## src/rtl/sreg_pkg.sv

```systemverilog
// Shared types and defaults for the pixel shift-chain reader.
package sreg_pkg;

  localparam int unsigned PIXEL_W   = 42;
  localparam int unsigned LANE_W    = PIXEL_W / 2;
  localparam int unsigned PIX_CNT_W = 16;

  typedef enum logic [1:0] {
    IDLE  = 2'd0,
    LOAD  = 2'd1,
    SHIFT = 2'd2,
    OUT   = 2'd3
  } sreg_rd_state_t;

endpackage

```

## src/rtl/sreg_lane_deser.sv

```systemverilog
// MSB-first serial-to-parallel converter for one lane of the pixel chain.
// o_word_c includes the bit on i_sdata, so the word is complete on the final sample.
module sreg_lane_deser #(
  parameter int unsigned W = 21
) (
  input  logic         i_sclk,
  input  logic         i_rst,
  input  logic         i_en,
  input  logic         i_sdata,
  output logic [W-1:0] o_word_c
);

  logic [W-2:0] r_sr;

  always_ff @(posedge i_sclk) begin
    if (i_rst) begin
      r_sr <= '0;
    end else if (i_en) begin
      r_sr <= o_word_c[W-2:0];
    end
  end

  assign o_word_c = {r_sr, i_sdata};

endmodule

```

## src/rtl/sreg_reader.sv

```systemverilog
// Frame reader for a two-lane pixel shift chain: load, shift out, hand pixels downstream.
// Optional frame counter output frame_id enabled by defining SREG_READER_FRAME_CNT_EN.
module sreg_reader #(
  parameter int unsigned PIXEL_W  = sreg_pkg::PIXEL_W,
  parameter int unsigned N_PIXELS = 16
) (
  input  logic               sclk,
  input  logic               rst,
  input  logic               start,
  output logic               load,
  output logic               shift,
  input  logic [1:0]         sdata_in,
  output logic [PIXEL_W-1:0] pixel_out,
  output logic               pixel_valid,
  input  logic               pixel_ready,
  output logic               pixel_last,
`ifdef SREG_READER_FRAME_CNT_EN
  output logic [15:0]        frame_id,
`endif
  output logic               busy
);

  import sreg_pkg::*;

  localparam int unsigned DESER_W   = PIXEL_W / 2;
  localparam int unsigned BIT_CNT_W = (DESER_W > 1) ? $clog2(DESER_W) : 1;
  localparam int unsigned LAST_BIT  = DESER_W - 1;
  localparam int unsigned LAST_PIX  = N_PIXELS - 1;

  sreg_rd_state_t r_state, w_state_nxt;

  logic [BIT_CNT_W-1:0] r_bit_cnt, w_bit_cnt_nxt;
  logic [PIX_CNT_W-1:0] r_pix_cnt, w_pix_cnt_nxt;
  logic [PIXEL_W-1:0]   r_pixel;
  logic [DESER_W-1:0]   w_word_hi, w_word_lo;

  logic r_load, r_shift, r_valid, r_last, r_busy;
  logic w_load_nxt, w_shift_nxt, w_valid_nxt, w_last_nxt, w_busy_nxt;
  logic w_hs, w_samp, w_pix_cap, w_more_pix;

  assign w_hs       = r_valid & pixel_ready;
  assign w_samp     = (r_state == SHIFT);
  assign w_more_pix = (r_pix_cnt < PIX_CNT_W'(LAST_PIX));

  // Lane 1 feeds the upper half of the pixel word, lane 0 the lower half.
  sreg_lane_deser #(.W(DESER_W)) u_deser_hi (
    .i_sclk   (sclk),
    .i_rst    (rst),
    .i_en     (w_samp),
    .i_sdata  (sdata_in[1]),
    .o_word_c (w_word_hi)
  );

  sreg_lane_deser #(.W(DESER_W)) u_deser_lo (
    .i_sclk   (sclk),
    .i_rst    (rst),
    .i_en     (w_samp),
    .i_sdata  (sdata_in[0]),
    .o_word_c (w_word_lo)
  );

  // Next state plus next values of the registered strobes.
  always_comb begin
    w_state_nxt   = r_state;
    w_bit_cnt_nxt = r_bit_cnt;
    w_pix_cnt_nxt = r_pix_cnt;
    w_pix_cap     = 1'b0;

    case (r_state)
      IDLE: begin
        if (start) begin
          w_state_nxt   = LOAD;
          w_pix_cnt_nxt = '0;
        end
      end
      LOAD: begin
        w_state_nxt   = SHIFT;
        w_bit_cnt_nxt = '0;
      end
      SHIFT: begin
        if (r_bit_cnt == BIT_CNT_W'(LAST_BIT)) begin
          w_state_nxt = OUT;
          w_pix_cap   = 1'b1;
        end else begin
          w_bit_cnt_nxt = BIT_CNT_W'(r_bit_cnt + 1'b1);
        end
      end
      OUT: begin
        if (w_hs) begin
          if (w_more_pix) begin
            w_pix_cnt_nxt = PIX_CNT_W'(r_pix_cnt + 1'b1);
            w_state_nxt   = LOAD;
          end else begin
            w_state_nxt = IDLE;
          end
        end
      end
      default: w_state_nxt = IDLE;
    endcase

    // The chain holds its last bit in place: no shift after the final sample.
    w_load_nxt  = (w_state_nxt == LOAD);
    w_shift_nxt = (w_state_nxt == SHIFT) && (w_bit_cnt_nxt != BIT_CNT_W'(LAST_BIT));
    w_valid_nxt = (w_state_nxt == OUT);
    w_last_nxt  = (w_state_nxt == OUT) && (w_pix_cnt_nxt == PIX_CNT_W'(LAST_PIX));
    w_busy_nxt  = (w_state_nxt != IDLE);
  end

  always_ff @(posedge sclk) begin
    if (rst) begin
      r_state   <= IDLE;
      r_bit_cnt <= '0;
      r_pix_cnt <= '0;
      r_load    <= 1'b0;
      r_shift   <= 1'b0;
      r_valid   <= 1'b0;
      r_last    <= 1'b0;
      r_busy    <= 1'b0;
      r_pixel   <= '0;
    end else begin
      r_state   <= w_state_nxt;
      r_bit_cnt <= w_bit_cnt_nxt;
      r_pix_cnt <= w_pix_cnt_nxt;
      r_load    <= w_load_nxt;
      r_shift   <= w_shift_nxt;
      r_valid   <= w_valid_nxt;
      r_last    <= w_last_nxt;
      r_busy    <= w_busy_nxt;
      if (w_pix_cap) begin
        r_pixel <= PIXEL_W'({w_word_hi, w_word_lo});
      end
    end
  end

  assign load        = r_load;
  assign shift       = r_shift;
  assign pixel_out   = r_pixel;
  assign pixel_valid = r_valid;
  assign pixel_last  = r_last;
  assign busy        = r_busy;

`ifdef SREG_READER_FRAME_CNT_EN
  logic [15:0] r_frame_id;
  logic        w_frame_done;

  assign w_frame_done = (r_state == OUT) && w_hs && !w_more_pix;

  // Advances after the final pixel handshake so the id stays tied to its frame.
  always_ff @(posedge sclk) begin
    if (rst) begin
      r_frame_id <= '0;
    end else if (w_frame_done) begin
      r_frame_id <= 16'(r_frame_id + 1'b1);
    end
  end

  assign frame_id = r_frame_id;
`endif

endmodule

```

## config.mk

```make
export PLATFORM = sky130hd
export DESIGN_NAME = sreg_reader
export DESIGN_NICKNAME = d
export VERILOG_FILES = /design/src/rtl/sreg_pkg.sv /design/src/rtl/sreg_lane_deser.sv /design/src/rtl/sreg_reader.sv
export SDC_FILE = /design/constraint.sdc
export NUM_CORES = 1
export LEC_CHECK = 0
export ABC_AREA = 1
export CAP_MARGIN = 20
export CORE_ASPECT_RATIO = 0.7
export CORE_MARGIN = 10
export CORE_UTILIZATION = 41
export CTS_BUF_LIST = sky130_fd_sc_hd__clkbuf_4 sky130_fd_sc_hd__clkbuf_8 sky130_fd_sc_hd__clkbuf_16
export CTS_CLUSTER_SIZE = 16
export DETAILED_ROUTE_END_ITERATION = 16
export PLACE_DENSITY_LB_ADDON = 0.3
export SLEW_MARGIN = 20
export SYNTH_ARGS = -nofsm -noshare
export SYNTH_HDL_FRONTEND = slang
export SYNTH_SLANG_ARGS = --single-unit
```

## constraint.sdc

```tcl
create_clock -name sclk -period 3.05 [get_ports sclk]
set_input_delay 0.61 -clock sclk [delete_from_list [all_inputs] [get_ports sclk]]
set_output_delay 0.61 -clock sclk [all_outputs]
set_load 0.05 [all_outputs]
```

==> results of run 1 <==
[routing by layer]
| metal | vias to the layer above | track usage | part of all wire |
|---|---|---|---|
| met5 | - | 0 | 0 |
| met4 | 0 | 0.0444 | 0.013 |
| met3 | 10 | 0.0399 | 0.053 |
| met2 | 75 | 0.209 | 0.47 |
| met1 | 1673 | 0.158 | 0.47 |
| li1 | 1885 | - | - |
[power by group]
group | switching, mW | total (mW) | internal, mW
clock network | 0.478 | 1.10 | 0.620
logic | 0.189 | 0.263 | 0.0746
registers | 0.0359 | 1.53 | 1.49
total | 0.702 | 2.89 | 2.18
[area by class of cell]
type	count	area share
Clock buffer	13	0.0531
Clock inverter	1	0.000970
Inverter	33	0.0240
Multi-Input combinational cell	381	0.349
Sequential cell	110	0.427
Tap cell	132	0.0320
Timing Repair Buffer	59	0.114
[worst paths after layout]
kind	from	endpoint	depth (start not counted)
worst max-delay path	pixel_out[40]$_SDFFE_PP0P_	pixel_out[40]	1
worst min-delay path	pixel_out[24]$_SDFFE_PP0P_	pixel_out[24]$_SDFFE_PP0P_	2
worst max register to register	r_state[0]$_SDFF_PP0_	pixel_last$_SDFF_PP0_	12
worst min register to register	pixel_out[24]$_SDFFE_PP0P_	pixel_out[24]$_SDFFE_PP0P_	2
[synth_stat cells (2+ instances only)]
| cell | number | area share |
|---|---|---|
| a211oi_1 | 2 | 0.0035 |
| a21oi_1 | 48 | 0.056 |
| a22oi_1 | 2 | 0.0035 |
| buf_2 | 4 | 0.0047 |
| clkbuf_1 | 27 | 0.024 |
| dfxtp_1 | 110 | 0.52 |
| ha_1 | 7 | 0.021 |
| inv_1 | 30 | 0.026 |
| inv_2 | 2 | 0.0018 |
| nand2_1 | 78 | 0.069 |
| nand3_1 | 52 | 0.061 |
| nand4_1 | 4 | 0.0059 |
| nor2_1 | 116 | 0.10 |
| nor2_2 | 2 | 0.0029 |
| nor2_4 | 5 | 0.013 |
| nor3_1 | 7 | 0.0082 |
| o21ai_0 | 49 | 0.058 |
| xnor2_1 | 2 | 0.0041 |
[state kept, by name (all words and copies together), names as in the netlist, 2 cells and up]
signal	count
r_state	2
r_pix_cnt	16
u_deser_lo.r_sr	20
r_bit_cnt	5
pixel_out	42
u_deser_hi.r_sr	20
[cells in the final DEF (no fill, tap or decap), drive strengths merged]
cell / netlist / layout
nor2: 123 / 123
a211oi: 2 / 2
ha: 7 / 7
clkinv: 1 / 2
nor4: 1 / 1
inv: 32 / 32
clkdlybuf4s50: 0 / 51
buf: 5 / 8
nand3: 52 / 52
nor3: 7 / 7
a21oi: 48 / 48
nand2: 79 / 79
xnor2: 2 / 2
dfxtp: 110 / 110
o211ai: 1 / 1
o21ai: 50 / 50
a31oi: 1 / 1
xor2: 1 / 1
clkbuf: 27 / 13
a22oi: 2 / 2
nand4: 5 / 5
[cells by family (layout without fill, tap and decap cells)]
| kind of cell | count (synthesis) | in the layout |
|---|---|---|
| buffers and inverters | 65 | 106 |
| xor gates and xnor gates | 3 | 3 |
| adders and majority gates | 7 | 7 |
| and+or+nand+nor | 267 | 267 |
| DFF | 110 | 110 |
| AOI/OAI and AO/OA | 104 | 104 |
==> results.cfg, run 1 <==
[synthesis]
synth.distinct_cells = 27
synth_nets = 569
ys_seq_area_frac = 0.518
synth-seq-cells = 110
synthXorXnorAreaFrac = 0.00618
synth-edff-count = 0
ys.flop_type = dfxtp_1
yosysWarnings = 0
avgSynthCellArea_sq_um = 7.65
yosys.area_share.simple = 0.271
synth_fa_ha_area_frac = 0.0206
synthMuxAreaShare = 0
async_flop_share = 0
syn-cell-area_sq_mm = 0.00425
synth_compound_area_frac = 0.126
synth_top_family_by_area = simple AND/OR/NAND/NOR gates
syn-instance-count = 556

[sta]
min_period_over_period = 0.698
rsz0062_at_grt = no
min_period_ns = 2.13
slew_viol_final = 0
tightest_slew_ns = 0.671
slew_headroom = 0.553
setup_viol = 0
hold_viol = 0
fmax_ghz = 0.469
finalSetupTns_ns = 0
finalClockSkew_ns = 0.00797
fin_hold_ws_ns = 0.463
setup_slack_ns = 0.920

[detailed_routing]
route.detailed.drc = 0
wire_per_inst_um = 13.0
drt-vias-per-instance = 5.00
routed_wl_mm = 9.49
drt_iter0_drc = 310
ant_nets = 0
vias = 3643
firstDrtPassIters = 5

[clocking]
cts_tree = built
holdBufCountCts = 0
clkTransAtPathRegs_ns = 0.07
numCtsBuffers = 9
cts-root-buf = clkbuf_16
htreeDepth = 3
clock_latency_ns = 0.34
cts.path.max_buffers = 2
cts_sinks = 110
cts-resized-gates = 0
post-cts-setup-buffers = 0

[die]
die_h_um = 105
io_pins = 53
dieArea_sq_mm = 0.0149
core_sq_mm = 0.0102
start_util = 0.415
fp-row-count = 31
fp.dieW_um = 142

[worst_setup_path]
r2r_slack_ns = 0.94
critPathMaxStageDelay_ns = 0.82
path_cells = clkdlybuf4s50_1
path_class = reg -> out
path_max_fanout = 2
cpMaxStageDelayCell = clkdlybuf4s50_1
worstPathRequired_ns = 2.44
cp-start-kind = register
cp.arrival_ns = 1.52
crit_family = buffers and inverters
path_buf_inv = 1
end_kind = primary output

[pwr]
vdd_drop_max_mv = 0.279
p_leak_nw = 2.04
p_total_mw = 2.89
power_density_mw_per_mm2 = 559

[place]
gp_congestion = 0.820
port_buffers = 52
pre_cts_ws_ns = 0.819
post-dp-hpwl_mm = 6.33
dpl-instance-area_sq_mm = 0.00488
dp.cells = 715

[global_route]
antenna_found_initial = 0
grt_max_degree = 65
grt.overflow.total = 0
grt_pass1_wl_mm = 16.4
grt_pass1_vias = 3549
globalRouteTotalUtil = 0.129

[finish]
final_util = 0.504
final_cells = 729
num_antenna_cells = 0
drive_gt1_frac = 0.0570
area.sequential_sq_mm = 0.00220
fill_cells = 1001
fin_nets = 607
area_delta_synth_final_pct = 21.3
multi_input_area_sq_mm = 0.00180
fin_area_sq_mm = 0.00516

[outcome]
status = finished clean

[run]
max-cap-violations = 0

[min_path]
hold_path_class = reg -> reg
No activity file was read; power rests on OpenSTA's default activity.
==> inputs of run 2 (changes only) <==
clock period = 2.1 ns   (was 3.05 ns; I/O delays follow)
==> run 2 against run 1 <==
Against the previous run:
- die area did not move
- sequential power rose by 44%
- clock skew rose by 0.0016 ns
- sequential cell count did not move
- sequential share of layout area fell by 0.47 points
- critical endpoint is now pixel_out[33]
- largest cell class unchanged
==> results.cfg, run 2 (synthesis gave the netlist of run 1 again) <==
[outcome]
status = finished clean

[finish]
largest_register_ffs = 42
layout_common_cells = nor2_1 (116), dfxtp_1 (110), nand2_1 (78), nand3_1 (52), clkdlybuf4s50_1 (51)
final_util = 0.510
final_common_cell = nor2_1
num_antenna_cells = 0
drive_gt1_frac = 0.0680
fin_nets = 611
area_delta_synth_final_pct = 22.6

[place]
pre_cts_ws_ns = 0.0977
gp_congestion = 0.922
post-dp-hpwl_mm = 6.53
port_buffers = 52

[global_route]
grt.overflow.total = 0
grt_max_degree = 45
grt_pass1_wl_mm = 16.4
grt_pass1_vias = 3413
antenna_found_initial = 0
globalRouteTotalUtil = 0.131

[pwr]
p_leak_nw = 2.06
p_total_mw = 4.35
power_density_mw_per_mm2 = 834
vdd_drop_max_mv = 0.412

[sta]
tightest_slew_ns = 0.519
hold_viol = 0
finalSetupTns_ns = 0
min_period_over_period = 0.930
finalClockSkew_ns = 0.00960
fmax_ghz = 0.512
setup_slack_ns = 0.146
min_period_ns = 1.95
rsz0062_at_grt = no
setup_viol = 0
slew_viol_final = 0
slew_headroom = 0.653

[die]
die_h_um = 105
fp.dieW_um = 142
start_util = 0.415
core_sq_mm = 0.0102
dieArea_sq_mm = 0.0149
fp-row-count = 31
io_pins = 53

[min_path]
hold_path_class = reg -> reg
min_from = pixel_out[27]$_SDFFE_PP0P_

[detailed_routing]
route.detailed.drc = 0
wire_per_inst_um = 13.1
drt_iter0_drc = 459
vias = 3647
routed_wl_mm = 9.66
drt-vias-per-instance = 4.96
firstDrtPassIters = 6
ant_nets = 0

[worst_setup_path]
cpMaxStageDelayCell = clkdlybuf4s50_1
path_cells = clkdlybuf4s50_1
worstPathRequired_ns = 1.68
critPathMaxStageDelay_ns = 0.83
path_max_fanout = 2
crit_family = buffers and inverters
cp.arrival_ns = 1.53
end_kind = primary output
cp-start-kind = register
crit_start = pixel_out[33]$_SDFFE_PP0P_
path_class = reg -> out
path_buf_inv = 1
r2r-start = r_bit_cnt[0]$_SDFF_PP0_

[clocking]
cts.path.max_buffers = 2
cts-root-buf = clkbuf_16
cts_tree = built
clkTransAtPathRegs_ns = 0.07
htreeDepth = 3
holdBufCountCts = 0
clock_latency_ns = 0.36
numCtsBuffers = 9
cts_sinks = 110

[run]
max-cap-violations = 0
==> run 2: cell count changes in the layout (fill, tap and decap cells not counted), moves of 2 or more <==
cell / change
o21ai_0: -2
clkbuf_8: -2
clkinv_4: +3
buf_4: +5
o21ai_1: +2
==> run 2: power by group <==
part           switching, mW  internal (mW)  leakage (nW)
Clock                  0.766          0.965         0.153
Sequential            0.0518           2.16         0.888
Combinational          0.276          0.128          1.02
==> run 2: cell type report <==
cell class              instances  area (sq um)
well taps                     132           165
clock inverters                 6          70.1
flip-flops and latches        110          2200
fillers                       970          5020
inverters                      33           124
repair buffers                 63           598
clock buffers                  10           239
multi-input cells             381          1820
==> run 2: stage by stage <==
step / hold WS [ns] / instances / area, sq um
after floorplan: 0.438 / 556 / 4250
after global placement: 0.455 / 718 / 4880
after detailed placement: 0.455 / 718 / 4880
after CTS: 0.467 / 734 / 5190
after global routing: 0.480 / 735 / 5220
final: 0.463 / 735 / 5220
==> run 2: timing repair <==
item,in CTS,in global routing
setup endpoints to repair,0,2
resized for setup,0,5
setup buffers,0,1
==> run 2: path summary, 6_finish.rpt <==
kind,end,slack (ns),cells after the start
worst min-delay path,pixel_out[27]$_SDFFE_PP0P_,0.46,2
worst max register to register,pixel_out[23]$_SDFFE_PP0P_,0.19,7
worst min register to register,pixel_out[27]$_SDFFE_PP0P_,0.46,2
worst max-delay path,pixel_out[33],0.15,1
==> run 2: metal layers <==
layer	up-vias	global-route usage	wire length [um]
met1	1654	0.162	4490
met3	12	0.0556	711
met4	0	0.0437	167
li1	1890	-	-
met2	91	0.199	4290
met5	-	0	0
==> inputs of run 3 (changes only) <==
SKIP_CTS_REPAIR_TIMING = 1   (was default)
SLEW_MARGIN = default   (was 20)
==> results of run 3 <==
No change in the layout: final DEF, timing and power equal those of run 2.
